$ cat src/rtl/if_fetch_stage_if.sv
// Fetch-stage bus: debug/run control, hazard and redirect inputs, loader port and fetch outputs.
// The fetch stage connects through the slave modport; the driving side uses the master modport.
interface if_fetch_stage_if #(
    parameter int NB_INSTRUCT = 32,
    parameter int NB_PC       = 9
);
    logic                   i_start;
    logic                   i_step_en;
    logic                   i_PC_write;
    logic                   i_branch_taken;
    logic [NB_PC-1:0]       i_branch_target;
    logic                   i_jump;
    logic [NB_PC-1:0]       i_jump_target;
    logic                   i_mem_wr_en;
    logic [NB_PC-3:0]       i_mem_wr_addr;
    logic [NB_INSTRUCT-1:0] i_mem_wr_data;
    logic [NB_INSTRUCT-1:0] o_instruction;
    logic [NB_PC-1:0]       o_PC;
    logic [NB_PC-1:0]       o_PC_plus4;
    logic                   o_halt;
    logic                   o_running;
    logic [31:0]            o_fetch_count;

    modport master (
        output i_start, i_step_en, i_PC_write, i_branch_taken, i_branch_target,
               i_jump, i_jump_target, i_mem_wr_en, i_mem_wr_addr, i_mem_wr_data,
        input  o_instruction, o_PC, o_PC_plus4, o_halt, o_running, o_fetch_count
    );

    modport slave (
        input  i_start, i_step_en, i_PC_write, i_branch_taken, i_branch_target,
               i_jump, i_jump_target, i_mem_wr_en, i_mem_wr_addr, i_mem_wr_data,
        output o_instruction, o_PC, o_PC_plus4, o_halt, o_running, o_fetch_count
    );
endinterface

$ cat src/rtl/if_fetch_stage.sv
// Instruction-fetch stage: PC register, next-PC select, loader-written instruction memory, IDLE/RUN/HALT gate.
// Optional fetched-instruction counter enabled by defining FETCH_COUNTER_EN.
module if_fetch_stage #(
    parameter int                     NB_INSTRUCT = 32,
    parameter int                     NB_PC       = 9,
    parameter logic [NB_INSTRUCT-1:0] HALT_OPCODE = 32'hFFFF_FFFF
) (
    input  logic             i_clk,
    input  logic             i_reset,
    if_fetch_stage_if.slave  bus
);
    localparam int NB_WADDR = NB_PC - 2;
    localparam int DEPTH    = 1 << NB_WADDR;

    typedef enum logic [1:0] {
        ST_IDLE = 2'b00,
        ST_RUN  = 2'b01,
        ST_HALT = 2'b10
    } state_t;

    state_t                 state_r;
    state_t                 state_next_s;
    logic [NB_PC-1:0]       pc_r;
    logic [NB_PC-1:0]       pc_next_s;
    logic [NB_PC-1:0]       pc_plus4_s;
    logic [NB_PC-1:0]       branch_pc_s;
    logic [NB_PC-1:0]       jump_pc_s;
    logic [NB_INSTRUCT-1:0] mem_r [DEPTH];
    logic [NB_INSTRUCT-1:0] rd_word_s;
    logic                   fetch_s;
    logic                   is_halt_s;
    logic                   halt_r;
    logic                   running_r;
    logic                   unused_s;

    // Byte-offset bits of the redirect targets are discarded by word alignment.
    assign unused_s = ^{bus.i_branch_target[1:0], bus.i_jump_target[1:0]};

    assign pc_plus4_s  = pc_r + {{(NB_PC-3){1'b0}}, 3'b100};
    assign branch_pc_s = {bus.i_branch_target[NB_PC-1:2], 2'b00};
    assign jump_pc_s   = {bus.i_jump_target[NB_PC-1:2], 2'b00};
    assign rd_word_s   = mem_r[pc_r[NB_PC-1:2]];
    assign fetch_s     = (state_r == ST_RUN) && bus.i_step_en;
    assign is_halt_s   = (rd_word_s == HALT_OPCODE);

    // Loader port: memory is writable only while execution is not running.
    always_ff @(posedge i_clk) begin
        if (bus.i_mem_wr_en && (state_r != ST_RUN)) begin
            mem_r[bus.i_mem_wr_addr] <= bus.i_mem_wr_data;
        end
    end

    // Next-state and next-PC selection; HALT detection outranks any redirect.
    always_comb begin
        state_next_s = state_r;
        pc_next_s    = pc_r;
        case (state_r)
            ST_IDLE: begin
                if (bus.i_start) begin
                    state_next_s = ST_RUN;
                end else begin
                    state_next_s = ST_IDLE;
                end
            end
            ST_RUN: begin
                if (!fetch_s) begin
                    state_next_s = ST_RUN;
                end else if (is_halt_s) begin
                    state_next_s = ST_HALT;
                end else if (bus.i_branch_taken) begin
                    pc_next_s = branch_pc_s;
                end else if (bus.i_jump) begin
                    pc_next_s = jump_pc_s;
                end else if (!bus.i_PC_write) begin
                    pc_next_s = pc_r;
                end else begin
                    pc_next_s = pc_plus4_s;
                end
            end
            ST_HALT: begin
                state_next_s = ST_HALT;
            end
            default: begin
                state_next_s = ST_IDLE;
                pc_next_s    = {NB_PC{1'b0}};
            end
        endcase
    end

    // State, PC and registered status flags.
    always_ff @(posedge i_clk) begin
        if (i_reset) begin
            state_r   <= ST_IDLE;
            pc_r      <= {NB_PC{1'b0}};
            halt_r    <= 1'b0;
            running_r <= 1'b0;
        end else begin
            state_r   <= state_next_s;
            pc_r      <= pc_next_s;
            halt_r    <= (state_next_s == ST_HALT);
            running_r <= (state_next_s == ST_RUN);
        end
    end

    assign bus.o_instruction = (state_r == ST_RUN) ? rd_word_s : {NB_INSTRUCT{1'b0}};
    assign bus.o_PC          = pc_r;
    assign bus.o_PC_plus4    = pc_plus4_s;
    assign bus.o_halt        = halt_r;
    assign bus.o_running     = running_r;

`ifdef FETCH_COUNTER_EN
    logic        count_en_s;
    logic [31:0] fetch_count_r;

    // Stalled fetches do not count; redirects and the HALT fetch do.
    assign count_en_s = fetch_s &&
                        (is_halt_s || bus.i_branch_taken || bus.i_jump || bus.i_PC_write);

    // Saturating fetch counter.
    always_ff @(posedge i_clk) begin
        if (i_reset) begin
            fetch_count_r <= 32'd0;
        end else if (count_en_s && (fetch_count_r != 32'hFFFF_FFFF)) begin
            fetch_count_r <= fetch_count_r + 32'd1;
        end
    end

    assign bus.o_fetch_count = fetch_count_r;
`else
    assign bus.o_fetch_count = 32'd0;
`endif

endmodule

$ cat src/flat_wrapper.sv
// flat-port wrapper written by rule: the top's interface ports become plain ports
module if_fetch_stage_flat 
#(
    parameter int                     NB_INSTRUCT = 32,
    parameter int                     NB_PC       = 9,
    parameter logic [NB_INSTRUCT-1:0] HALT_OPCODE = 32'hFFFF_FFFF
)
  (i_clk, i_reset, bus_i_start, bus_i_step_en, bus_i_PC_write, bus_i_branch_taken, bus_i_branch_target, bus_i_jump, bus_i_jump_target, bus_i_mem_wr_en, bus_i_mem_wr_addr, bus_i_mem_wr_data, bus_o_instruction, bus_o_PC, bus_o_PC_plus4, bus_o_halt, bus_o_running, bus_o_fetch_count);
  if_fetch_stage_if #(.NB_INSTRUCT(NB_INSTRUCT), .NB_PC(NB_PC)) bus_i ();
  input  logic i_clk;
  input  logic i_reset;
  input wire logic [$bits(bus_i.i_start)-1:0] bus_i_start;
  input wire logic [$bits(bus_i.i_step_en)-1:0] bus_i_step_en;
  input wire logic [$bits(bus_i.i_PC_write)-1:0] bus_i_PC_write;
  input wire logic [$bits(bus_i.i_branch_taken)-1:0] bus_i_branch_taken;
  input wire logic [$bits(bus_i.i_branch_target)-1:0] bus_i_branch_target;
  input wire logic [$bits(bus_i.i_jump)-1:0] bus_i_jump;
  input wire logic [$bits(bus_i.i_jump_target)-1:0] bus_i_jump_target;
  input wire logic [$bits(bus_i.i_mem_wr_en)-1:0] bus_i_mem_wr_en;
  input wire logic [$bits(bus_i.i_mem_wr_addr)-1:0] bus_i_mem_wr_addr;
  input wire logic [$bits(bus_i.i_mem_wr_data)-1:0] bus_i_mem_wr_data;
  output wire logic [$bits(bus_i.o_instruction)-1:0] bus_o_instruction;
  output wire logic [$bits(bus_i.o_PC)-1:0] bus_o_PC;
  output wire logic [$bits(bus_i.o_PC_plus4)-1:0] bus_o_PC_plus4;
  output wire logic [$bits(bus_i.o_halt)-1:0] bus_o_halt;
  output wire logic [$bits(bus_i.o_running)-1:0] bus_o_running;
  output wire logic [$bits(bus_i.o_fetch_count)-1:0] bus_o_fetch_count;
  assign bus_i.i_start = bus_i_start;
  assign bus_i.i_step_en = bus_i_step_en;
  assign bus_i.i_PC_write = bus_i_PC_write;
  assign bus_i.i_branch_taken = bus_i_branch_taken;
  assign bus_i.i_branch_target = bus_i_branch_target;
  assign bus_i.i_jump = bus_i_jump;
  assign bus_i.i_jump_target = bus_i_jump_target;
  assign bus_i.i_mem_wr_en = bus_i_mem_wr_en;
  assign bus_i.i_mem_wr_addr = bus_i_mem_wr_addr;
  assign bus_i.i_mem_wr_data = bus_i_mem_wr_data;
  assign bus_o_instruction = bus_i.o_instruction;
  assign bus_o_PC = bus_i.o_PC;
  assign bus_o_PC_plus4 = bus_i.o_PC_plus4;
  assign bus_o_halt = bus_i.o_halt;
  assign bus_o_running = bus_i.o_running;
  assign bus_o_fetch_count = bus_i.o_fetch_count;
  if_fetch_stage #(.NB_INSTRUCT(NB_INSTRUCT), .NB_PC(NB_PC), .HALT_OPCODE(HALT_OPCODE)) u_core (.i_clk(i_clk), .i_reset(i_reset), .bus(bus_i));
endmodule
$ cat config.mk
export PLATFORM = sky130hd
export DESIGN_NAME = if_fetch_stage_flat
export DESIGN_NICKNAME = d
export VERILOG_FILES = /design/src/rtl/if_fetch_stage_if.sv /design/src/rtl/if_fetch_stage.sv /design/src/flat_wrapper.sv
export SDC_FILE = /design/constraint.sdc
export NUM_CORES = 2
export LEC_CHECK = 0
export BUFFER_PORTS_ARGS = -buffer_cell sky130_fd_sc_hd__buf_2
export CORE_ASPECT_RATIO = 0.8
export CORE_MARGIN = 2
export CORE_UTILIZATION = 39
export DETAILED_ROUTE_END_ITERATION = 8
export GPL_TIMING_DRIVEN = 0
export PLACE_DENSITY_LB_ADDON = 0.2
export SYNTH_ARGS = -nofsm -noshare
export SYNTH_HDL_FRONTEND = slang
export SYNTH_SLANG_ARGS = --single-unit
$ cat constraint.sdc
create_clock -name i_clk -period 5.4 [get_ports i_clk]
set_input_delay 1.08 -clock i_clk [delete_from_list [all_inputs] [get_ports i_clk]]
set_output_delay 1.08 -clock i_clk [all_outputs]
set_load 0.05 [all_outputs]
### Word-level counts from Yosys, hierarchy flattened

Memory sizes are Yosys's and may differ from the RTL's. A register that Yosys moved wholly into a read port is not among the register bits.
Cells that the tools add are included.

| word-level totals | value |
|---|---|
| output and inout bits | 84 |
| memory bits (writable) | 4096 |
| register bits after elaboration | 13 |
| memories | 1 |
| logic and storage cells | 36 |

Memory list:

| name | depth | bits a word | read ports | clocked after memory_dff | wr ports | RTL line | source |
|---|---|---|---|---|---|---|---|
| u_core.mem_r | 128 | 32 | 1 | 1 | 1 | if_fetch_stage.sv:28 | `logic [NB_INSTRUCT-1:0] mem_r [DEPTH];` |

| operators by class | value |
|---|---|
| bitwise logic cells | 1 |
| add/subtract/negate cells | 1 |
| eq/ne operators | 9 |
| reductions and logical operators | 5 |
| multiplexer cells | 15 |

Operators by type and width:

| operator | count |
|---|---|
| $mux W9 | 5 |
| $eq A32 B32 Y1 const B | 1 |
| $mux W32 | 1 |
| $pmux W9 S2 | 1 |
| $mux W7 | 2 |
| $add A9 B3 Y9 const B | 1 |
| $pmux W2 S3 | 1 |
| $eq A2 B1 Y1 const B | 2 |
| $eq A2 B2 Y1 const B | 2 |
| $mux W2 | 2 |
| $ne A2 B1 Y1 const B | 2 |
| $ne A4 B4 Y1 const B | 1 |
| $reduce_and A4 Y1 | 1 |
| $mux W1 | 3 |
| $logic_and A1 B1 Y1 | 2 |
| $logic_not A2 Y1 | 1 |
| $ne A2 B2 Y1 const B | 1 |
| $reduce_or A2 Y1 | 1 |
| $not A1 Y1 | 1 |

### Longest topological paths before layout

| depth | value |
|---|---|
| depth after elaboration | 9 |
| gate-level depth with buffers | 20 |
| mapped depth without buffers | 11 |

### Least setup slack after synthesis

OpenSTA, ideal clock, no wires.

| timing | value |
|---|---|
| kind | input port to flip-flop |
| from | input bus_i_mem_wr_addr[6] |
| to | memory u_core.mem_r[80][0], enable pin |
| arrival time | 4.634 ns |
| cell stages on the path | 3 |
| required time | 4.898 ns |
| buffers on the path | 0 |
| slack | 0.265 ns |
| path through | nor2b_1 nand3_1 nor4_1 |

RTL lines:

| element | RTL line | source |
|---|---|---|
| start: declaration | flat_wrapper.sv:20 | `input wire logic [$bits(bus_i.i_mem_wr_addr)-1:0] bus_i_mem_wr_addr;` |
| end: declaration | if_fetch_stage.sv:28 |  |

No word-level cell before the write port.

### Worst setup path after layout

| timing | value |
|---|---|
| from | register u_core.state_r[1] |
| to | output bus_o_instruction[12] |

| between the ends | value |
|---|---|
| cells in the longest elaborated chain, start to end | 2 |

RTL lines:

| element | RTL line | source |
|---|---|---|
| start: declaration | if_fetch_stage.sv:21 | `state_t state_r;` |
| start signal: assignment | if_fetch_stage.sv:98 | `state_r <= state_next_s;` |
| $eq A2 B1 Y1 | if_fetch_stage.sv:105 | `assign bus.o_instruction = (state_r == ST_RUN) ? rd_word_s : {NB_INSTRUCT{1'b0}};` |
| $mux W32 | if_fetch_stage.sv:105 |  |
| end: declaration | flat_wrapper.sv:22 | `output wire logic [$bits(bus_i.o_instruction)-1:0] bus_o_instruction;` |

Every way passes these cells.

==> metrics.txt <==
# TYPE chip_impl_metric gauge
chip_impl_metric{name="fill_cells",unit=""} 32400
chip_impl_metric{name="drtPass1Iterations",unit=""} 8
chip_impl_metric{name="powerDensity",unit="nW/um^2"} 349
chip_impl_info{name="min-delay-path-class",value="primary input to flip-flop"} 1
chip_impl_metric{name="stdcell_count",unit=""} 14300
chip_impl_info{name="outcome",value="complete, but fails checks"} 1
chip_impl_metric{name="finalCritPeriodShare",unit=""} 1.03
chip_impl_metric{name="cts.htree.levels",unit=""} 5
chip_impl_metric{name="drt_iter0_drc",unit=""} 19100
chip_impl_metric{name="required",unit="ns"} 4.32
chip_impl_metric{name="clock_sinks",unit=""} 4114
chip_impl_metric{name="holdBufCountCts",unit=""} 0
chip_impl_metric{name="ys_seq_elements",unit=""} 4114
chip_impl_metric{name="worst-r2r-cell-count",unit=""} 9
chip_impl_metric{name="place_inst",unit=""} 13400
chip_impl_info{name="post_synth_most_frequent_cells",value="edfxtp_1, mux2i_1, mux4_2, a22oi_1, nor2_1"} 1
chip_impl_metric{name="final_hold_viol_count",unit=""} 0
chip_impl_metric{name="port-buffer-count",unit=""} 105
chip_impl_metric{name="die_h",unit="um"} 574
chip_impl_metric{name="pre_cts_ws",unit="ns"} -2.81
chip_impl_metric{name="design_power_total",unit="mW"} 68.0
chip_impl_metric{name="ant_nets",unit=""} 0
chip_impl_metric{name="layout-drive-gt1-share",unit=""} 0.303
chip_impl_metric{name="cts_buffer_depth",unit=""} 4
chip_impl_metric{name="netlist_area",unit="um^2"} 158000
chip_impl_metric{name="worstSkewPairLatency",unit="ns"} 0.99
chip_impl_info{name="start_kind",value="flip-flop"} 1
chip_impl_metric{name="fmax",unit="GHz"} 0.180
chip_impl_metric{name="gate_count_after_technology_mapping",unit=""} 7448
chip_impl_metric{name="post_drt_wl_per_cell",unit="um"} 45.9
chip_impl_metric{name="area_growth",unit="%"} 23.1
chip_impl_metric{name="avgSynthCellArea",unit="um^2"} 21.2
chip_impl_metric{name="initial_antenna_violation_count",unit=""} 46
chip_impl_metric{name="worstPathArrival",unit="ns"} 4.48
chip_impl_info{name="most_numerous_cell_in_the_yosys_netlist",value="edfxtp_1"} 1
chip_impl_metric{name="synth-seq-area-share",unit=""} 0.779
chip_impl_metric{name="layout.area.seq",unit="um^2"} 123000
chip_impl_metric{name="max_cap_viol_count",unit=""} 3
chip_impl_metric{name="placed_area",unit="um^2"} 175000
chip_impl_info{name="yosysTopAreaCell",value="edfxtp_1"} 1
chip_impl_metric{name="finish.instance_area",unit="um^2"} 195000
chip_impl_metric{name="grt_start_max_net_pins",unit=""} 129
chip_impl_info{name="cp-end-kind",value="primary output"} 1
chip_impl_metric{name="pin_slew_with_the_least_headroom_to_its_limit",unit="ns"} 1.65
chip_impl_info{name="violations_in_the_final_reports",value="max-capacitance violations, max-slew violations, negative setup slack"} 1
chip_impl_metric{name="finish.net_count",unit=""} 8703
chip_impl_metric{name="die_area",unit="um^2"} 411000
chip_impl_metric{name="floorplan.io_pins",unit=""} 149
chip_impl_info{name="rsz0062_at_grt",value="true"} 1
chip_impl_metric{name="pnr_worst_setup_slack",unit="ns"} -0.160
chip_impl_metric{name="synth_top_area_share",unit=""} 0.777
chip_impl_metric{name="via_per_inst",unit=""} 6.53
chip_impl_metric{name="synthesis.yosys.warnings",unit=""} 0
chip_impl_metric{name="worstPathMaxFanout",unit=""} 11
chip_impl_metric{name="yosys.cell_types.count",unit=""} 63
chip_impl_metric{name="core.rowCount",unit=""} 209
chip_impl_metric{name="post_synth_edffs",unit=""} 4096
chip_impl_metric{name="finalSetupViolations",unit=""} 15
chip_impl_metric{name="drt_wl_total",unit="mm"} 658
chip_impl_metric{name="vias",unit=""} 93600
chip_impl_metric{name="hold-worst-slack",unit="ns"} 0.347
chip_impl_metric{name="async_reset_ff_frac",unit=""} 0
chip_impl_metric{name="floorplan.initialDensity",unit=""} 0.391
chip_impl_info{name="timing_worst_setup_path_type",value="flip-flop to primary output"} 1
chip_impl_metric{name="core_area",unit="um^2"} 405000
chip_impl_info{name="ys_dominant_reg_cell",value="edfxtp_1"} 1
chip_impl_metric{name="grt_util_all_layers",unit=""} 0.314
chip_impl_metric{name="period_minus_slack",unit="ns"} 5.56
chip_impl_metric{name="first_global_vias",unit=""} 86100
chip_impl_metric{name="static-leakage-power",unit="nW"} 59.6
chip_impl_metric{name="timing.slew.headroom",unit=""} -0.106
chip_impl_metric{name="hpwlAfterDp",unit="mm"} 443
chip_impl_metric{name="gp_congestion",unit=""} 0.844
chip_impl_info{name="root_buffer",value="clkbuf_16"} 1
chip_impl_metric{name="inserted_clock_buffers",unit=""} 398
chip_impl_metric{name="multi_input_comb_area",unit="um^2"} 34200
chip_impl_metric{name="maxSlewViolCount",unit=""} 26
chip_impl_metric{name="ir_worst_vdd",unit="mV"} 0.287
chip_impl_metric{name="drcViolationCount",unit=""} 0
chip_impl_info{name="cts_tree",value="yes"} 1
chip_impl_metric{name="worstHoldPathCells",unit=""} 1
chip_impl_metric{name="clkTransAtPathRegs",unit="ns"} 0.06
chip_impl_info{name="synth.area.top_cells",value="edfxtp_1, mux4_2, mux2i_1"} 1
chip_impl_metric{name="fin_tns_setup",unit="ns"} -0.567
chip_impl_metric{name="final.setup_skew",unit="ns"} 0.0601
chip_impl_metric{name="global_route_wire_length_before_repair",unit="mm"} 844
chip_impl_metric{name="die_w",unit="um"} 716
chip_impl_metric{name="utilization",unit=""} 0.481
chip_impl_metric{name="global_route.overflow_total",unit=""} 0
==> final cells by class <==
type | instances | area share
antenna | 26 | 0.000334
buffer | 468 | 0.0334
clock buffer | 487 | 0.0535
clock inverter | 215 | 0.00809
inverter | 7 | 0.000154
multi-input combinational | 2890 | 0.175
sequential | 4114 | 0.633
tap | 5380 | 0.0346
timing repair buffer | 758 | 0.0610
==> sequential cells by signal, summed over array words and instances, names as in the netlist, named ones only <==
| register | count |
|---|---|
| u_core.bus.o_PC | 7 |
| u_core.bus.o_halt | 1 |
| u_core.state_r | 2 |
| u_core.bus.o_running | 1 |
| u_core.mem_r | 4096 |
==> report_power, final <==
| group | switching, mW | internal [mW] | total (mW) |
|---|---|---|---|
| combinational | 3.74 | 2.25 | 5.99 |
| clock | 12.3 | 14.6 | 26.9 |
| sequential | 0.0269 | 35.2 | 35.2 |
==> final timing paths <==
check	start	to	slack, ns
max	u_core.state_r[1]	bus_o_instruction[12]	-0.16
min	bus_i_mem_wr_data[28]	u_core.mem_r[59][28]	0.35
max reg2reg	u_core.state_r[1]	u_core.mem_r[72][30]	-0.04
min reg2reg	u_core.bus.o_PC[7]	u_core.bus.o_PC[7]	0.60
==> cell families (layout without fill, tap and decap cells) <==
kind of cell	count (synthesis)	after routing	share of synthesized area
xor gates and xnor gates	5	5	0.000277
DFF	4114	4114	0.779
adders and majority gates	1	1	0.0000790
buffers and inverters	479	1935	0.0199
muxes	1436	1436	0.143
AOI/OAI and AO/OA	866	866	0.0399
other	1	62	0.0000237
and+or+nand+nor	546	546	0.0172
==> cell usage in the layout, fill, tap and decap left out, drive strengths merged, types with 17 or more instances in the layout <==
cell / Yosys / layout
a21oi: 69 / 69
a221oi: 159 / 159
a22o: 21 / 21
a22oi: 290 / 290
buf: 317 / 1077
bufinv: 0 / 18
clkbuf: 155 / 636
clkinv: 0 / 170
clkinvlp: 0 / 17
conb: 1 / 36
dfxtp: 18 / 18
diode: 0 / 26
edfxtp: 4096 / 4096
inv: 7 / 17
mux2: 33 / 33
mux2i: 757 / 757
mux4: 646 / 646
nand2: 38 / 38
nand3: 52 / 52
nand4: 27 / 27
nor2: 225 / 225
nor2b: 27 / 27
nor3: 63 / 63
nor4: 31 / 31
o211ai: 19 / 19
o21ai: 39 / 39
o221ai: 23 / 23
o22a: 26 / 26
o22ai: 180 / 180
or3: 19 / 19
==> worst max-delay path, stage by stage (launching register included) <==
cell and delay [ns]:
dfxtp_1 0.32, nand2b_1 0.09, buf_2 1.07, clkbuf_1 1.23, nor2b_1 0.46, buf_6 0.31
==> per-layer routing <==
metal / vias to the layer above / part of all wire / track usage
met5: - / 0.00093 / 0.00565
met1: 49900 / 0.37 / 0.432
met2: 8149 / 0.41 / 0.433
met4: 36 / 0.060 / 0.154
li1: 33900 / - / -
met3: 1610 / 0.15 / 0.123
==> what timing repair did <==
item | in CTS | in global routing
pin swaps | 49 | 39
cloned | 1 | 1
setup endpoints to repair | 50 | 42
buffers inserted | 184 | 68
gates resized for setup | 1135 | 111
(Power assumes the default switching activity.)
